<file path="src/rtl/arbitro_periferico.sv">
// Two-requester round-robin arbiter for a four-phase peripheral handshake.
// Optional REQ-state abort timer enabled with `define ARB_TIMEOUT_EN.
module arbitro_periferico #(
  parameter int DATA_W      = 4,
  parameter int TIMEOUT_CYC = 15
) (
  input  logic              clk,
  input  logic              rst,
  input  logic              send0,
  input  logic              send1,
  input  logic [DATA_W-1:0] dados0,
  input  logic [DATA_W-1:0] dados1,
  output logic              ack0,
  output logic              ack1,
  output logic              send_p,
  output logic [DATA_W-1:0] dados_p,
  input  logic              ack_p,
  output logic              grant,
  output logic [1:0]        estadoArb,
  output logic              err
);

  typedef enum logic [1:0] {IDLE = 2'd0, REQ = 2'd1, HOLD = 2'd2, REL = 2'd3} state_t;

  state_t state;
  logic   last;
  logic   pick;
  logic   g_send;

  // On a tie the requester that was not served last wins.
  always_comb begin
    pick   = (send0 && send1) ? ~last : send1;
    g_send = grant ? send1 : send0;
  end

  assign estadoArb = state;

`ifdef ARB_TIMEOUT_EN
  localparam int CW = (TIMEOUT_CYC > 1) ? $clog2(TIMEOUT_CYC) : 1;
  logic [CW-1:0] cnt;
`else
  assign err = 1'b0;
`endif

  always_ff @(posedge clk or negedge rst) begin
    if (!rst) begin
      state   <= IDLE;
      send_p  <= 1'b0;
      dados_p <= '0;
      ack0    <= 1'b0;
      ack1    <= 1'b0;
      grant   <= 1'b0;
      last    <= 1'b1;
`ifdef ARB_TIMEOUT_EN
      err     <= 1'b0;
      cnt     <= '0;
`endif
    end else begin
`ifdef ARB_TIMEOUT_EN
      err <= 1'b0;
`endif
      case (state)
        IDLE: if (!ack_p && (send0 || send1)) begin
          grant   <= pick;
          dados_p <= pick ? dados1 : dados0;
          send_p  <= 1'b1;
          state   <= REQ;
`ifdef ARB_TIMEOUT_EN
          cnt     <= '0;
`endif
        end
        // A requester dropping send here is ignored; latched data is delivered.
        REQ: if (ack_p) begin
          if (grant) ack1 <= 1'b1;
          else       ack0 <= 1'b1;
          state <= HOLD;
        end
`ifdef ARB_TIMEOUT_EN
        else if (cnt == CW'(TIMEOUT_CYC - 1)) begin
          send_p <= 1'b0;
          err    <= 1'b1;
          last   <= grant;
          state  <= IDLE;
        end else begin
          cnt <= cnt + CW'(1);
        end
`endif
        HOLD: if (!g_send) begin
          send_p <= 1'b0;
          state  <= REL;
        end
        REL: if (!ack_p) begin
          ack0  <= 1'b0;
          ack1  <= 1'b0;
          last  <= grant;
          state <= IDLE;
        end
        default: state <= IDLE;
      endcase
    end
  end

endmodule

</file>
<file path="config.mk">
export PLATFORM = sky130hd
export DESIGN_NAME = arbitro_periferico
export DESIGN_NICKNAME = d
export VERILOG_FILES = /design/src/rtl/arbitro_periferico.sv
export SDC_FILE = /design/constraint.sdc
export NUM_CORES = 1
export LEC_CHECK = 0
export CAP_MARGIN = 20
export CORE_MARGIN = 5
export CORE_UTILIZATION = 43
export CTS_CLUSTER_DIAMETER = 150
export CTS_CLUSTER_SIZE = 28
export DETAILED_ROUTE_END_ITERATION = 12
export GPL_TIMING_DRIVEN = 1
export PLACE_DENSITY = 0.82
export SLEW_MARGIN = 10
export SYNTH_ARGS = -nofsm -noshare
export SYNTH_HDL_FRONTEND = slang
export SYNTH_SLANG_ARGS = --single-unit
</file>
<file path="constraint.sdc">
create_clock -name clk -period 1.8 [get_ports clk]
set_input_delay 0.27 -clock clk [delete_from_list [all_inputs] [get_ports clk]]
set_output_delay 0.27 -clock clk [all_outputs]
set_load 0.05 [all_outputs]
</file>
After elaboration in Yosys (flattened, before gate mapping). Index checks and enable logic that the tools add are counted.

Flip-flop bits (word level): 11. Latch bits: 0. Bits in writable memories: 0. ROM bits: 0. Input bits: 13. Output and inout bits: 11. Logic and storage cells: 49. Memories kept: 0.

$add $sub $neg: 0. Multiply operators: 0. Div/mod/pow operators: 0. Magnitude comparators: 0. Eq/ne operators: 9. Shifts and indexed selects: 0. Multiplexer cells: 18. Bitwise gates (word level): 2. Reductions and logical operators: 13.

Operators by type and width (number): inequality test 2 bit, second input constant (6); AND reduction 4 bit (3); 2-to-1 mux 1 bit (9); 2-to-1 mux 2 bit (4); one-hot mux 2 bit (4 select lines) (1); one-hot mux 1 bit (2 select lines) (3); == test 2 bit, second input constant (2); 2-to-1 mux 4 bit (1); AND reduction 2 bit (2); nonzero test 2 bit (2); AND reduction 3 bit (1); == test 2 x 1 -> 1 bit, second input constant (1); logical AND 1 bit (2); zero test 2 bit (1); inverter 1 bit (2); zero test 1 bit (1); logical OR 1 bit (1).

Longest topological paths before layout.
Depth after elaboration: 4. Gate-level depth with buffers: 6.

Worst setup path after synthesis. Ideal clock, no wire load.

Kind: register to register. Start: reg state[1], in the netlist estadoArb[1]. End: reg state[1], in the netlist estadoArb[1]. Setup time: 0.125 ns. Arrival time: 1.841 ns. Slack: -0.166 ns. Cell stages (with the launch flop): 6. Path buffers: 0. Period minus slack after synthesis: 1.966 ns. Path through: dfrtp_1 -> inv_1 -> ha_1 -> mux2_2 -> a221oi_4 -> mux2_4.

Word-level cells in the longest chain between the ends: 3.

RTL lines: start: declaration (line 25) `state_t state;`; start signal: assignment (line 47) `state <= IDLE;`; start signal: assignment (line 67) `state <= REQ;`; start signal: assignment (line 76) `state <= HOLD;`; == test 2 bit (tied with other cells) (line 62) `case (state)`; inequality test 2 bit (no source line); AND reduction 4 bit (no source line).

Several ways; a longest one is shown, not always the timed one. A chain may end at the register's enable or synchronous reset.

Worst setup path after layout.
Start: reg dados_p[0]. End: out dados_p[0].

RTL lines: start: declaration (line 16) `output logic [DATA_W-1:0] dados_p,`; start signal: assignment (line 65) `dados_p <= pick ? dados1 : dados0;`.

No word-level cell between the ends.

==> results.yml <==
status:
  status: "finished clean"
synthesis:
  synth_async_sr_flop_share: 1.00
  post_synth_design_cell_area_um2: 687
  synth.ff_latch_count: 11
  sequential_fraction_of_the_synthesis_area: 0.403
  yosys_synthesis_warning_count: 0
  post_synth_fa_ha_maj_area_fraction: 0.0911
  combinational_family_with_the_most_area_after_synthesis: "multiplexers"
  postSynthCellCount: 53
  synth.largest_area_cell: "dfrtp_1"
  post_synth_and_or_nand_nor_area_fraction: 0.0692
  synthDistinctLibCells: 25
  syn_area_per_cell_um2: 13.0
  synth-compound-area-share: 0.131
  ys_dominant_reg_cell: "dfrtp_1"
  synth_area_leaders: "dfrtp_1 36%, mux2_4 15%, ha_1 9.1%"
  post_synth_most_frequent_cells: "10 x dfrtp_1, 7 x mux2_4, 5 x ha_1, 5 x mux2_1, 4 x nand2_1"
  synth_enable_flop_cells: 0
  synthMuxAreaShare: 0.266
  synth_largest_type_area_fraction: 0.364
  yosysMostFrequentCell: "dfrtp_1"
  synth.net_count: 71
  yosys.area_share.xor_xnor: 0
worst_setup_path:
  crit_path_start_kind: "register"
  crit_path_max_incr_delay_ps: 810
  critical_path.max_fanout: 2
  path_class: "register to primary output"
  worst_path_max_delay_cell: "clkdlybuf4s50_1"
  path_buf_inv: 1
  worst-endpoint-required_ps: 1530
  critical_path_arrival_ps: 1440
  worst_setup_path_end_kind: "primary output"
  worst_path_dominant_cell_family: "buffers and inverters"
  worstPathCellList: "clkdlybuf4s50_1"
detailed_routing:
  detailedRoute.firstPassIterationCount: 2
  drc_violation_count_after_routing: 0
  num_vias: 483
  via_per_inst: 5.14
  route.final.wire_length_um: 1400
  detail_route.iter0.violations: 1
  route.antenna.remaining_nets: 0
  wl_per_cell_um: 14.9
power:
  power.leakage_nw: 0.436
  worst_ir_drop_on_vdd_uv: 966
  power_per_cell_area_nw_per_um2: 1960
finish:
  fillcell_total: 127
  register_area_um2: 279
  instances_no_fill: 94
  antenna-diode-count: 0
  fin_nets: 97
  syn_to_final_growth_pct: 36.6
  area_of_the_multi_input_gates_um2: 387
  share_of_final_layout_standard_cells_stronger_than_drive_strength_1: 0.295
cts:
  clockRootBuffer: "clkbuf_4"
  post-cts-setup-buffers: 0
  clkLatencyLatePin_ps: 270
  cts_num_sinks: 11
  clock_tree.htree_level_count: 1
  cts_buffer_depth: 2
  cts-resized-gates: 0
  cts_buffers: 3
  cts.hold.buffers_added: 0
  clkSlewWorstSetupHoldPaths_ps: 70
  cts_tree: "built"
sta:
  achievable-frequency_mhz: 586
  grt_setup_unrepaired: "false"
  fin_setup_tns_ps: 0
  worst-slew-pin-transition_ps: 507
  final-setup-viol-count: 0
  maxSlewHeadroom: 0.661
  maxSlewViolCount: 0
  timing.final.crit_share: 0.947
  clock_skew_ps: 4.74
  hold_viol_final: 0
  final_critical_delay_including_setup_and_external_delays_ps: 1710
  hold_slack_ps: 337
die:
  die_area_um2: 2500
  start_util: 0.456
  row_count: 14
  design.core.area_um2: 1510
  die_height_um: 50.0
  fp.dieW_um: 50.0
  top_ports: 24
placement:
  gp_congestion: 0.689
  buffer_ports.inserted: 22
  dp.cells: 90
  hpwlAfterDp_um: 1150
global_route:
  antenna_found_initial: 0
  number_of_global_route_vias_before_repair: 517
  grt_first_pass_wirelength_um: 2280
  gr_usage_total: 0.118
  grt.overflow.total: 0
  pin_count_of_the_biggest_net_entering_global_routing: 12
flow_run:
  cap_violations: 0
hold_path:
  hold_path.class: "input port to asynchronous set/reset pin"
==> area by class of cell <==
class / instances / share of cell area
multi-input cells: 37 / 0.412
flip-flops and latches: 11 / 0.297
repair buffers: 23 / 0.229
clock buffers: 4 / 0.0280
well taps: 16 / 0.0213
inverters: 3 / 0.0120
==> where the power goes <==
| group | leakage [nW] | total, W | switching (W) | internal, W |
|---|---|---|---|---|
| logic | 0.294 | 0.00118 | 0.000682 | 0.000498 |
| registers | 0.127 | 0.000494 | 0.000106 | 0.000388 |
| clock network | 0.0150 | 0.000170 | 0.0000840 | 0.0000857 |
==> through the flow <==
| step | utilization | power (W) | instance area (µm²) | worst slack, ps |
|---|---|---|---|---|
| after global routing | 0.623 | 0.00196 | 938 | 15.6 |
| after global placement | 0.605 | 0.00167 | 912 | -42.1 |
| after CTS | 0.623 | 0.00187 | 938 | 80.9 |
| after detailed placement | 0.605 | 0.00169 | 912 | -85.7 |
| after floorplan | - | 0.00136 | 689 | 6.70 |
| final | 0.623 | 0.00184 | 938 | 94.8 |
==> cell families after synthesis <==
kind of cell	Yosys count
other cells	1
simple gates	9
buf+inv	5
fa+ha+maj	5
flops	11
mux	14
compound gates	8
==> state kept, by name, indices dropped and copies added, names as in the netlist <==
register,count
ack0,1
ack1,1
dados_p,4
estadoArb,2
grant,1
last,1
send_p,1
==> routing by layer <==
metal,global-route usage,vias to the layer above,wire [µm]
met4,0.0393,0,0
met1,0.135,226,578
met3,0.0482,0,149
met5,0,-,0
met2,0.195,23,673
li1,-,234,-
==> worst register-to-register path: stages, from the launching register on <==
cell	delay, ps
dfrtp_2	440
inv_1	120
ha_1	260
inv_1	80
or2_1	350
mux2_4	330
==> path summary, 6_finish.rpt <==
check | start | to | slack [ps] | depth (start not counted)
max in group asynchronous | rst | estadoArb[0]$_DFFE_PN0P_ | 1100 | 1
min in group clk | dados_p[3]$_DFFE_PN0P_ | dados_p[3]$_DFFE_PN0P_ | 510 | 1
min reg2reg | dados_p[3]$_DFFE_PN0P_ | dados_p[3]$_DFFE_PN0P_ | 510 | 1
max | dados_p[0]$_DFFE_PN0P_ | dados_p[0] | 90 | 1
max reg2reg | estadoArb[0]$_DFFE_PN0P_ | grant$_DFFE_PN0P_ | 110 | 5
min | rst | estadoArb[1]$_DFFE_PN0P_ | 340 | 1
==> layout by cell type, fill, tap and decap left out <==
master,synthesis,final
nand2_1,4,4
o21bai_4,1,1
ha_1,5,5
dfrtp_2,0,2
mux2_4,7,7
a22oi_1,1,1
a211oi_1,1,1
or2_1,1,1
nand2b_1,1,1
a221oi_4,1,1
mux2_2,1,1
nor3b_1,1,1
dfstp_2,1,1
dfrtp_1,10,8
buf_4,1,6
mux2i_1,1,1
a2bb2oi_1,1,1
inv_1,3,3
clkbuf_1,0,1
and3b_1,1,1
clkdlybuf4s50_1,0,17
mux2_1,5,5
a21boi_2,1,1
nor2_1,1,1
clkbuf_4,0,3
o21ai_1,1,1
o21ai_0,1,1
conb_1,1,1
(Power assumes the default switching activity.)
